==> config.mk <==
export PLATFORM = sky130hd
export DESIGN_NAME = skin_bbox_detect
export DESIGN_NICKNAME = d
export VERILOG_FILES = /design/src/rtl/skin_pkg.sv /design/src/rtl/skin_classify.sv /design/src/rtl/skin_bbox_detect.sv
export SDC_FILE = /design/constraint.sdc
export NUM_CORES = 1
export LEC_CHECK = 0
export ABC_AREA = 0
export BUFFER_PORTS_ARGS = -buffer_cell sky130_fd_sc_hd__buf_2
export CORE_UTILIZATION = 47
export DETAILED_ROUTE_END_ITERATION = 8
export PLACE_DENSITY_LB_ADDON = 0.05
export SYNTH_ARGS = -nofsm -noshare
export SYNTH_HDL_FRONTEND = slang
export SYNTH_SLANG_ARGS = --single-unit
==> constraint.sdc <==
create_clock -name clk -period 6.2 [get_ports clk]
set_clock_uncertainty 0.05 [all_clocks]
set_input_delay 1.55 -clock clk [delete_from_list [all_inputs] [get_ports clk]]
set_output_delay 1.55 -clock clk [all_outputs]
set_load 0.05 [all_outputs]
==> src/rtl/skin_pkg.sv <==
// Shared definitions for the skin classifier / bounding-box stage.
// Holds default thresholds and widths, the frame FSM state type and the bbox
// record type used to describe a frame's skin statistics.
package skin_pkg;

  localparam int unsigned DEF_H_W        = 11;
  localparam int unsigned DEF_V_W        = 11;
  localparam int unsigned DEF_CNT_W      = 22;
  localparam int unsigned DEF_CB_MIN     = 77;
  localparam int unsigned DEF_CB_MAX     = 127;
  localparam int unsigned DEF_CR_MIN     = 133;
  localparam int unsigned DEF_CR_MAX     = 173;
  localparam int unsigned DEF_Y_MIN      = 40;
  localparam int unsigned DEF_MIN_PIXELS = 16;

  // SYNC: waiting for the first frame boundary; RUN: accumulating frames.
  typedef enum logic {
    SYNC = 1'b0,
    RUN  = 1'b1
  } state_t;

  // Per-frame skin statistics at the default widths.
  typedef struct packed {
    logic [DEF_H_W-1:0]   x_min;
    logic [DEF_H_W-1:0]   x_max;
    logic [DEF_V_W-1:0]   y_min;
    logic [DEF_V_W-1:0]   y_max;
    logic [DEF_CNT_W-1:0] count;
  } bbox_t;

endpackage

==> src/rtl/skin_classify.sv <==
// Combinational skin test: inclusive Cb/Cr window, qualified by de.
// Optional luma gate via macro SKIN_LUMA_GATE_EN (requires y >= Y_MIN).
// Ports: de, y, cb, cr in; skin_c out (combinational).
module skin_classify
  import skin_pkg::*;
#(
  parameter int unsigned CB_MIN = DEF_CB_MIN,
  parameter int unsigned CB_MAX = DEF_CB_MAX,
  parameter int unsigned CR_MIN = DEF_CR_MIN,
  parameter int unsigned CR_MAX = DEF_CR_MAX,
  parameter int unsigned Y_MIN  = DEF_Y_MIN
) (
  input  logic       de,
  input  logic [7:0] y,
  input  logic [7:0] cb,
  input  logic [7:0] cr,
  output logic       skin_c
);

  logic in_cb;
  logic in_cr;

  assign in_cb = (cb >= 8'(CB_MIN)) && (cb <= 8'(CB_MAX));
  assign in_cr = (cr >= 8'(CR_MIN)) && (cr <= 8'(CR_MAX));

`ifdef SKIN_LUMA_GATE_EN
  assign skin_c = de & in_cb & in_cr & (y >= 8'(Y_MIN));
`else
  // Luma is ignored in this build.
  logic unused_luma;
  assign unused_luma = ^{y, 8'(Y_MIN)};
  assign skin_c = de & in_cb & in_cr;
`endif

endmodule

==> src/rtl/skin_bbox_detect.sv <==
// Per-pixel skin mask plus per-frame skin count and bounding box.
// Optional luma gate: define SKIN_LUMA_GATE_EN.
// Ports: clk, rst_n (sync, active-low), ce (clock enable);
//   de_in/hsync_in/vsync_in, y_in/cb_in/cr_in: pixel stream in;
//   mask_out, de_out/hsync_out/vsync_out: 1-cycle delayed mask and syncs;
//   frame_valid: statistics update pulse; bbox_valid, x_min/x_max,
//   y_min/y_max, skin_count: statistics of the last completed frame.
module skin_bbox_detect
  import skin_pkg::*;
#(
  parameter int unsigned H_W        = DEF_H_W,
  parameter int unsigned V_W        = DEF_V_W,
  parameter int unsigned CNT_W      = DEF_CNT_W,
  parameter int unsigned CB_MIN     = DEF_CB_MIN,
  parameter int unsigned CB_MAX     = DEF_CB_MAX,
  parameter int unsigned CR_MIN     = DEF_CR_MIN,
  parameter int unsigned CR_MAX     = DEF_CR_MAX,
  parameter int unsigned Y_MIN      = DEF_Y_MIN,
  parameter int unsigned MIN_PIXELS = DEF_MIN_PIXELS
) (
  input  logic             clk,
  input  logic             rst_n,
  input  logic             ce,
  input  logic             de_in,
  input  logic             hsync_in,
  input  logic             vsync_in,
  input  logic [7:0]       y_in,
  input  logic [7:0]       cb_in,
  input  logic [7:0]       cr_in,
  output logic             mask_out,
  output logic             de_out,
  output logic             hsync_out,
  output logic             vsync_out,
  output logic             frame_valid,
  output logic             bbox_valid,
  output logic [H_W-1:0]   x_min,
  output logic [H_W-1:0]   x_max,
  output logic [V_W-1:0]   y_min,
  output logic [V_W-1:0]   y_max,
  output logic [CNT_W-1:0] skin_count
);

  logic skin_c;

  skin_classify #(
    .CB_MIN(CB_MIN),
    .CB_MAX(CB_MAX),
    .CR_MIN(CR_MIN),
    .CR_MAX(CR_MAX),
    .Y_MIN (Y_MIN)
  ) u_classify (
    .de    (de_in),
    .y     (y_in),
    .cb    (cb_in),
    .cr    (cr_in),
    .skin_c(skin_c)
  );

  logic           de_prev;
  logic           vs_prev;
  logic           de_fall;
  logic           vs_rise;
  logic [H_W-1:0] x;
  logic [V_W-1:0] y;
  state_t         state;

  logic [CNT_W-1:0] acc_cnt;
  logic [H_W-1:0]   acc_xmin;
  logic [H_W-1:0]   acc_xmax;
  logic [V_W-1:0]   acc_ymin;
  logic [V_W-1:0]   acc_ymax;

  logic [CNT_W-1:0] cnt_n;
  logic [H_W-1:0]   xmin_n;
  logic [H_W-1:0]   xmax_n;
  logic [V_W-1:0]   ymin_n;
  logic [V_W-1:0]   ymax_n;

  assign de_fall = de_prev & ~de_in;
  assign vs_rise = vsync_in & ~vs_prev;

  // Accumulators including the current pixel, so a skin pixel coinciding
  // with the vsync edge lands in the frame being closed.
  always_comb begin
    cnt_n  = acc_cnt;
    xmin_n = acc_xmin;
    xmax_n = acc_xmax;
    ymin_n = acc_ymin;
    ymax_n = acc_ymax;
    if (skin_c) begin
      if (acc_cnt != '1) cnt_n = acc_cnt + CNT_W'(1);
      if (x < acc_xmin)  xmin_n = x;
      if (x > acc_xmax)  xmax_n = x;
      if (y < acc_ymin)  ymin_n = y;
      if (y > acc_ymax)  ymax_n = y;
    end
  end

  // Output pipeline, edge-detect history and pixel coordinates.
  always_ff @(posedge clk) begin
    if (!rst_n) begin
      mask_out  <= 1'b0;
      de_out    <= 1'b0;
      hsync_out <= 1'b0;
      vsync_out <= 1'b0;
      de_prev   <= 1'b0;
      vs_prev   <= 1'b0;
      x         <= '0;
      y         <= '0;
    end else if (ce) begin
      mask_out  <= skin_c;
      de_out    <= de_in;
      hsync_out <= hsync_in;
      vsync_out <= vsync_in;
      de_prev   <= de_in;
      vs_prev   <= vsync_in;
      if (de_in) begin
        if (x != '1) x <= x + H_W'(1);
      end else if (de_fall) begin
        x <= '0;
      end
      if (vs_rise) begin
        y <= '0;
      end else if (de_fall && (y != '1)) begin
        y <= y + V_W'(1);
      end
    end
  end

  // Frame FSM: accumulation and statistics hand-off at each vsync edge.
  always_ff @(posedge clk) begin
    if (!rst_n) begin
      state       <= SYNC;
      frame_valid <= 1'b0;
      bbox_valid  <= 1'b0;
      x_min       <= '0;
      x_max       <= '0;
      y_min       <= '0;
      y_max       <= '0;
      skin_count  <= '0;
      acc_cnt     <= '0;
      acc_xmin    <= '1;
      acc_xmax    <= '0;
      acc_ymin    <= '1;
      acc_ymax    <= '0;
    end else if (ce) begin
      frame_valid <= 1'b0;
      case (state)
        SYNC: begin
          // Partial first frame is discarded; accumulators stay at init.
          if (vs_rise) state <= RUN;
        end
        RUN: begin
          if (vs_rise) begin
            frame_valid <= 1'b1;
            bbox_valid  <= (cnt_n >= CNT_W'(MIN_PIXELS));
            skin_count  <= cnt_n;
            x_min       <= xmin_n;
            x_max       <= xmax_n;
            y_min       <= ymin_n;
            y_max       <= ymax_n;
            acc_cnt     <= '0;
            acc_xmin    <= '1;
            acc_xmax    <= '0;
            acc_ymin    <= '1;
            acc_ymax    <= '0;
          end else begin
            acc_cnt  <= cnt_n;
            acc_xmin <= xmin_n;
            acc_xmax <= xmax_n;
            acc_ymin <= ymin_n;
            acc_ymax <= ymax_n;
          end
        end
        default: state <= SYNC;
      endcase
    end
  end

endmodule

## Word-level counts from Yosys, hierarchy flattened

Cells that the tools add are included.

| word-level totals | value |
|---|---|
| bits in registers | 161 |
| bits of input ports | 30 |
| output and inout bits | 72 |
| word-level logic and storage cells | 73 |

| cells by class | value |
|---|---|
| $add $sub $neg | 3 |
| magnitude comparators | 9 |
| equal/unequal tests | 4 |
| muxes and demuxes | 23 |
| bitwise gates (word level) | 6 |
| reduce and logical (&&, ||, !) cells | 9 |

Operators with widths:

| operator | number |
|---|---|
| $mux 11 | 17 |
| $mux 22 | 3 |
| $add 11x1->11 const B | 2 |
| $add 22x1->22 const B | 1 |
| $ge 22x5->1 const B | 1 |
| $gt 11x11->1 | 2 |
| $lt 11x11->1 | 2 |
| $ne 11x11->1 const B | 2 |
| $ne 22x22->1 const B | 1 |
| $ge 8x7->1 const B | 1 |
| $ge 8x8->1 const B | 1 |
| $le 8x7->1 const B | 1 |
| $le 8x8->1 const B | 1 |
| $reduce_and 3->1 | 2 |
| $and 1x1->1 | 4 |
| $reduce_and 2->1 | 2 |
| $reduce_bool 2->1 | 2 |
| $logic_and 1x1->1 | 3 |
| $mux 1 | 3 |
| $ne 2x1->1 const B | 1 |
| $not 1->1 | 2 |

## Logic depth before layout (Yosys ltp)

| logic depth | value |
|---|---|
| word-level depth | 6 |
| depth in mapped cells | 12 |
| mapped depth without buffers | 10 |

## Hierarchy

From an unflattened synthesis, not the netlist that was laid out.

| unflattened totals | value |
|---|---|
| cell total of the unflattened synthesis | 1024 |
| area, all modules | 8473.1 um2 |

Modules (own cells, without submodules):

| module | times used | cells each | area each (um2) | seq. area each (um2) |
|---|---|---|---|---|
| skin_bbox_detect | 1 | 1015 | 8415.6 | 3223.1 |
| skin_classify | 1 | 9 | 57.6 | 0.0 |

## Worst setup path before layout

No wires, ideal clock.

| timing path | value |
|---|---|
| kind | in2reg |
| from | in cr_in[1] |
| to | reg bbox_valid |
| setup time | 0.135 ns |
| arrival time | 3.448 ns |
| required time | 6.015 ns |
| slack | 2.566 ns |
| cell stages on the path | 8 |
| buffers on the path | 0 |
| cells stage by stage | o21ai_0 a2111oi_2 nand2_1 nor3_1 and3_1 o211ai_1 a2111oi_0 a31oi_1 |

| between the ends | value |
|---|---|
| longest elaborated chain between the ends | 5 |
| elaborated cells between the ends (all ways) | 6 |
| classes of those cells | 3 x order compare; 1 x mux; 1 x bitwise; 1 x reduce/logical |

Ends and longest elaborated chain:

| what | line | text |
|---|---|---|
| from (decl) | skin_bbox_detect.sv:29 | `input logic [7:0] cr_in,` |
| $ge 8x8->1 / $le 8x8->1 (equally long branches) | skin_classify.sv:24 | `assign in_cr = (cr >= 8'(CR_MIN)) && (cr <= 8'(CR_MAX));` |
| $logic_and 1x1->1 * | skin_classify.sv:24 |  |
| $and 1x1->1 * | skin_classify.sv:32 | `assign skin_c = de & in_cb & in_cr;` |
| $mux 22 * | skin_bbox_detect.sv:90 | `if (skin_c) begin` |
| $ge 22x5->1 * | skin_bbox_detect.sv:156 | `bbox_valid <= (cnt_n >= CNT_W'(MIN_PIXELS));` |
| to (signal assigned) | skin_bbox_detect.sv:156 |  |
| to (decl) | skin_bbox_detect.sv:35 | `output logic bbox_valid,` |

Every way passes the cells marked *; elsewhere a longest branch is shown, timed or not.
A chain may end at the register's enable or synchronous reset.

## Final worst setup path

| timing path | value |
|---|---|
| from | in de_in |
| to | reg x_max[0] |

| between the ends | value |
|---|---|
| longest elaborated chain between the ends | 3 |

Ends and longest elaborated chain:

| what | line | text |
|---|---|---|
| from (decl) | skin_bbox_detect.sv:24 | `input logic de_in,` |
| $and 1x1->1 (2 in a row) | skin_classify.sv:32 |  |
| $mux 11 | skin_bbox_detect.sv:90 |  |
| to (signal assigned) | skin_bbox_detect.sv:159 | `x_max <= xmax_n;` |
| to (decl) | skin_bbox_detect.sv:37 | `output logic [H_W-1:0] x_max,` |

Every way passes these cells.

==> summary.md <==
| Metric | Value |
|---|---|
| Period utilization | 0.696 |
| RSZ-0062 raised after global routing | no |
| CP required | 6.45 ns |
| Post-synthesis sequential area ratio | 0.387 |
| Post-DP HPWL | 13.3 mm |
| Post-route ant nets | 0 |
| CTS resizes | 0 |
| CP arrival | 4.57 ns |
| Maximum root-to-sink buffer count | 2 |
| Leading area contributor after synthesis | dfxtp_1 |
| Cell area after synthesis | 8340 µm² |
| Max Clock Freq | 232 MHz |
| CTS clk-pin slew, worst paths | 0.06 ns |
| Area of the die | 18,300 µm² |
| Post-synth ARST share | 0 |
| Worst slew pin tran | 0.952 ns |
| Post CTS Setup Buffer Count | 0 |
| Comb pwr share | 0.065 |
| Post-synth top area share | 0.387 |
| Largest net degree at the start of global routing | 89 |
| Post-synthesis mux area share | 0.0684 |
| Largest family of logic cells by synthesized area | compound AO/OA/AOI/OAI gates |
| Setup crit end kind | register |
| Cell variety after synth | 52 |
| Crit Path Class | in2reg |
| Net Sw Frac | 0.239 |
| Final max-slew violation count | 0 |
| CP max-delay cell | and2_1 |
| Area grow syn2layout | 14.3% |
| # setup viols final | 0 |
| Slowest stage delay, CP | 0.80 ns |
| Inserted Clock Buffers | 17 |
| NetSw | 0.560 mW |
| Lkg Pwr | 3.98 nW |
| Fraction of the mapped netlist area in adder cells | 0.0675 |
| Wirelength per Cell | 15.6 µm |
| Routability cong. | 0.828 |
| Drt drc | 0 |
| Status | finished clean |
| Pwr Density | 246 nW/µm² |
| Crit path buffers/inverters | 1 |
| Number of H-tree levels | 4 |
| Max VDD drop | 0.194 mV |
| Core ar. | 17,300 µm² |
| Post-Syn Instances | 989 |
| Crit-path leading delay family | simple AND/OR/NAND/NOR gates |
| Synth top area cells | dfxtp_1, mux2i_1, ha_1 |
| Initial antenna violation count | 2 |
| I/O pins | 102 |
| Nets@finish | 1,109 |
| Cts hold-fix bufs | 0 |
| Setup crit start kind | primary input |
| Root Buffer Master | clkbuf_16 |
| Post-synthesis compound-gate area fraction | 0.210 |
| TritonCTS clock tree | yes |
| Finished Layout Cells | 1,272 |
| Fraction of layout instances using a drive strength above 1 | 0.140 |
| Internal cell power | 1.79 mW |
| 1st-pass router iterations | 5 |
| Syn Nets | 1,064 |
| Total gr overflow | 0 |
| First-pass GRT wire length | 32.7 mm |
| Vias in the first global route | 6,378 |
| Antenna cell count | 0 |
| Tmin final | 4.32 ns |
| Worst path cell trace | buf_2, nand3_1, a2111oi_2, and2_1, o21ai_0, a21oi_1, and2_1, mux2i_1, a21oi_1 |
| Setup TNS Final | 0 ns |
| Post-synth EDFFs | 0 |
| Die height | 135 µm |
| GRT Total Usage | 0.225 |
| Port bufs | 93 |
| Seq cells post-synth | 161 |
| Most frequent cells after synthesis | dfxtp_1, o21ai_0, nand2_1 |
| Clock Latency Late Sink | 0.43 ns |
| Routed WL | 19.9 mm |
| Die width | 135 µm |
| Clock group share of total power | 0.484 |
| Post-Syn Area per Cell | 8.43 µm² |
| FP Rows | 48 |
| Top_reg_cell synth | dfxtp_1 |
| Final hold violation count | 0 |
| Synth Warn # | 0 |
| CTS sink count | 161 |
| Synth Area in Simple Gates | 0.168 |
| Vias per inst | 5.47 |
| Max-slew headroom | 0.365 |
| Initial DRC count | 368 |
| Sequential group share of total power | 0.451 |
| Most common cell in the synthesized netlist | dfxtp_1 |
| Placed cell count | 1,240 |
| Max_cap viols | 0 |
| Starting Density | 0.482 |
| Via count | 6,961 |
| Synth Area in XOR/XNOR | 0.0399 |
| HP Class | reg2reg |
| Crit-path max FO | 20 |
==> path summary, 6_finish.rpt <==
| path | from | to | slack (ns) | depth (start not counted) |
|---|---|---|---|---|
| worst max register to register | acc_cnt[0]$_SDFFE_PN0P_ | bbox_valid$_SDFFE_PN0P_ | 2.87 | 8 |
| worst min-delay path | frame_valid$_SDFFE_PN0P_ | frame_valid$_SDFFE_PN0P_ | 0.44 | 2 |
| worst max-delay path | de_in | x_max[0]$_SDFFE_PN0P_ | 1.88 | 9 |
| worst min register to register | frame_valid$_SDFFE_PN0P_ | frame_valid$_SDFFE_PN0P_ | 0.44 | 2 |
==> metal layers <==
metal / GRT usage / vias to the layer above / routed length, µm
met4: 0.0649 / 4 / 255
met2: 0.356 / 119 / 8700
li1: - / 3585 / -
met3: 0.0438 / 24 / 784
met1: 0.311 / 3229 / 10100
met5: 0 / - / 26
==> state kept, by name, indices dropped and copies added (netlist names), 11 cells and up <==
name,flops
y_max,11
y_min,11
x_min,11
acc_ymin,11
skin_count,22
acc_xmax,11
acc_ymax,11
acc_xmin,11
y,11
x,11
acc_cnt,22
x_max,11
==> layout by cell type (no fill, tap or decap), types with 14 or more instances in the layout <==
cell type,synthesis,layout
a21boi_0,28,28
a21oi_1,73,73
and2_1,14,14
buf_2,11,92
clkbuf_16,0,17
dfxtp_1,161,161
ha_1,45,45
inv_1,50,50
mux2i_1,57,57
nand2_1,74,74
nand3_1,35,35
nand4_1,18,18
nor2_1,48,47
nor2b_1,28,28
nor3_1,16,16
o211ai_1,22,22
o21ai_0,96,96
xnor2_1,16,16
xor2_1,22,22
==> per-stage QoR <==
| stage | cell area, µm² | worst slack (ns) | hold WS (ns) | power [mW] | util |
|---|---|---|---|---|---|
| 5_1_grt | 9530 | 1.60 | 0.468 | 2.42 | 0.551 |
| 4_1_cts | 9530 | 1.84 | 0.439 | 2.36 | 0.551 |
| 3_3_place_gp | 8890 | 1.44 | 0.421 | 1.23 | 0.514 |
| 3_5_place_dp | 8890 | 1.39 | 0.427 | 1.23 | 0.514 |
| 6_report | 9530 | 1.88 | 0.435 | 2.34 | 0.551 |
| 2_1_floorplan | 8340 | 2.57 | 0.406 | 1.19 | - |
==> power groups by stage <==
stage          Clock [mW]  Sequential (mW)  Combinational, mW
2_1_floorplan           0             1.13             0.0630
4_1_cts              1.15             1.06              0.154
3_5_place_dp            0             1.08              0.153
5_1_grt              1.20             1.06              0.164
6_report             1.13             1.06              0.152
3_3_place_gp            0             1.08              0.153
==> logic make-up after synthesis <==
logic type,Yosys count
multiplexers,57
buffers and inverters,129
adder cells (fa/ha/maj),45
XOR/XNOR,38
AO/OA/AOI/OAI,283
flip-flops,161
AND/OR/NAND/NOR,276
==> worst reg2reg max path, stage by stage, from the launching register on <==
cell       delay [ns]
dfxtp_1          0.44
ha_1             0.24
nand2_1          0.12
or4_4            0.58
nor3_4           0.30
nor2_1           0.24
or4_1            0.44
a2111oi_0        0.61
a31oi_1          0.16
==> layout make-up <==
| class | instances | area, µm² |
|---|---|---|
| timing repair buffer | 105 | 571 |
| clock inverter | 13 | 184 |
| sequential | 161 | 3220 |
| multi-input combinational | 699 | 4630 |
| fill | 1623 | 7770 |
| inverter | 50 | 188 |
| tap | 225 | 282 |
| clock buffer | 19 | 453 |
Power figures use the tool's default switching activity.
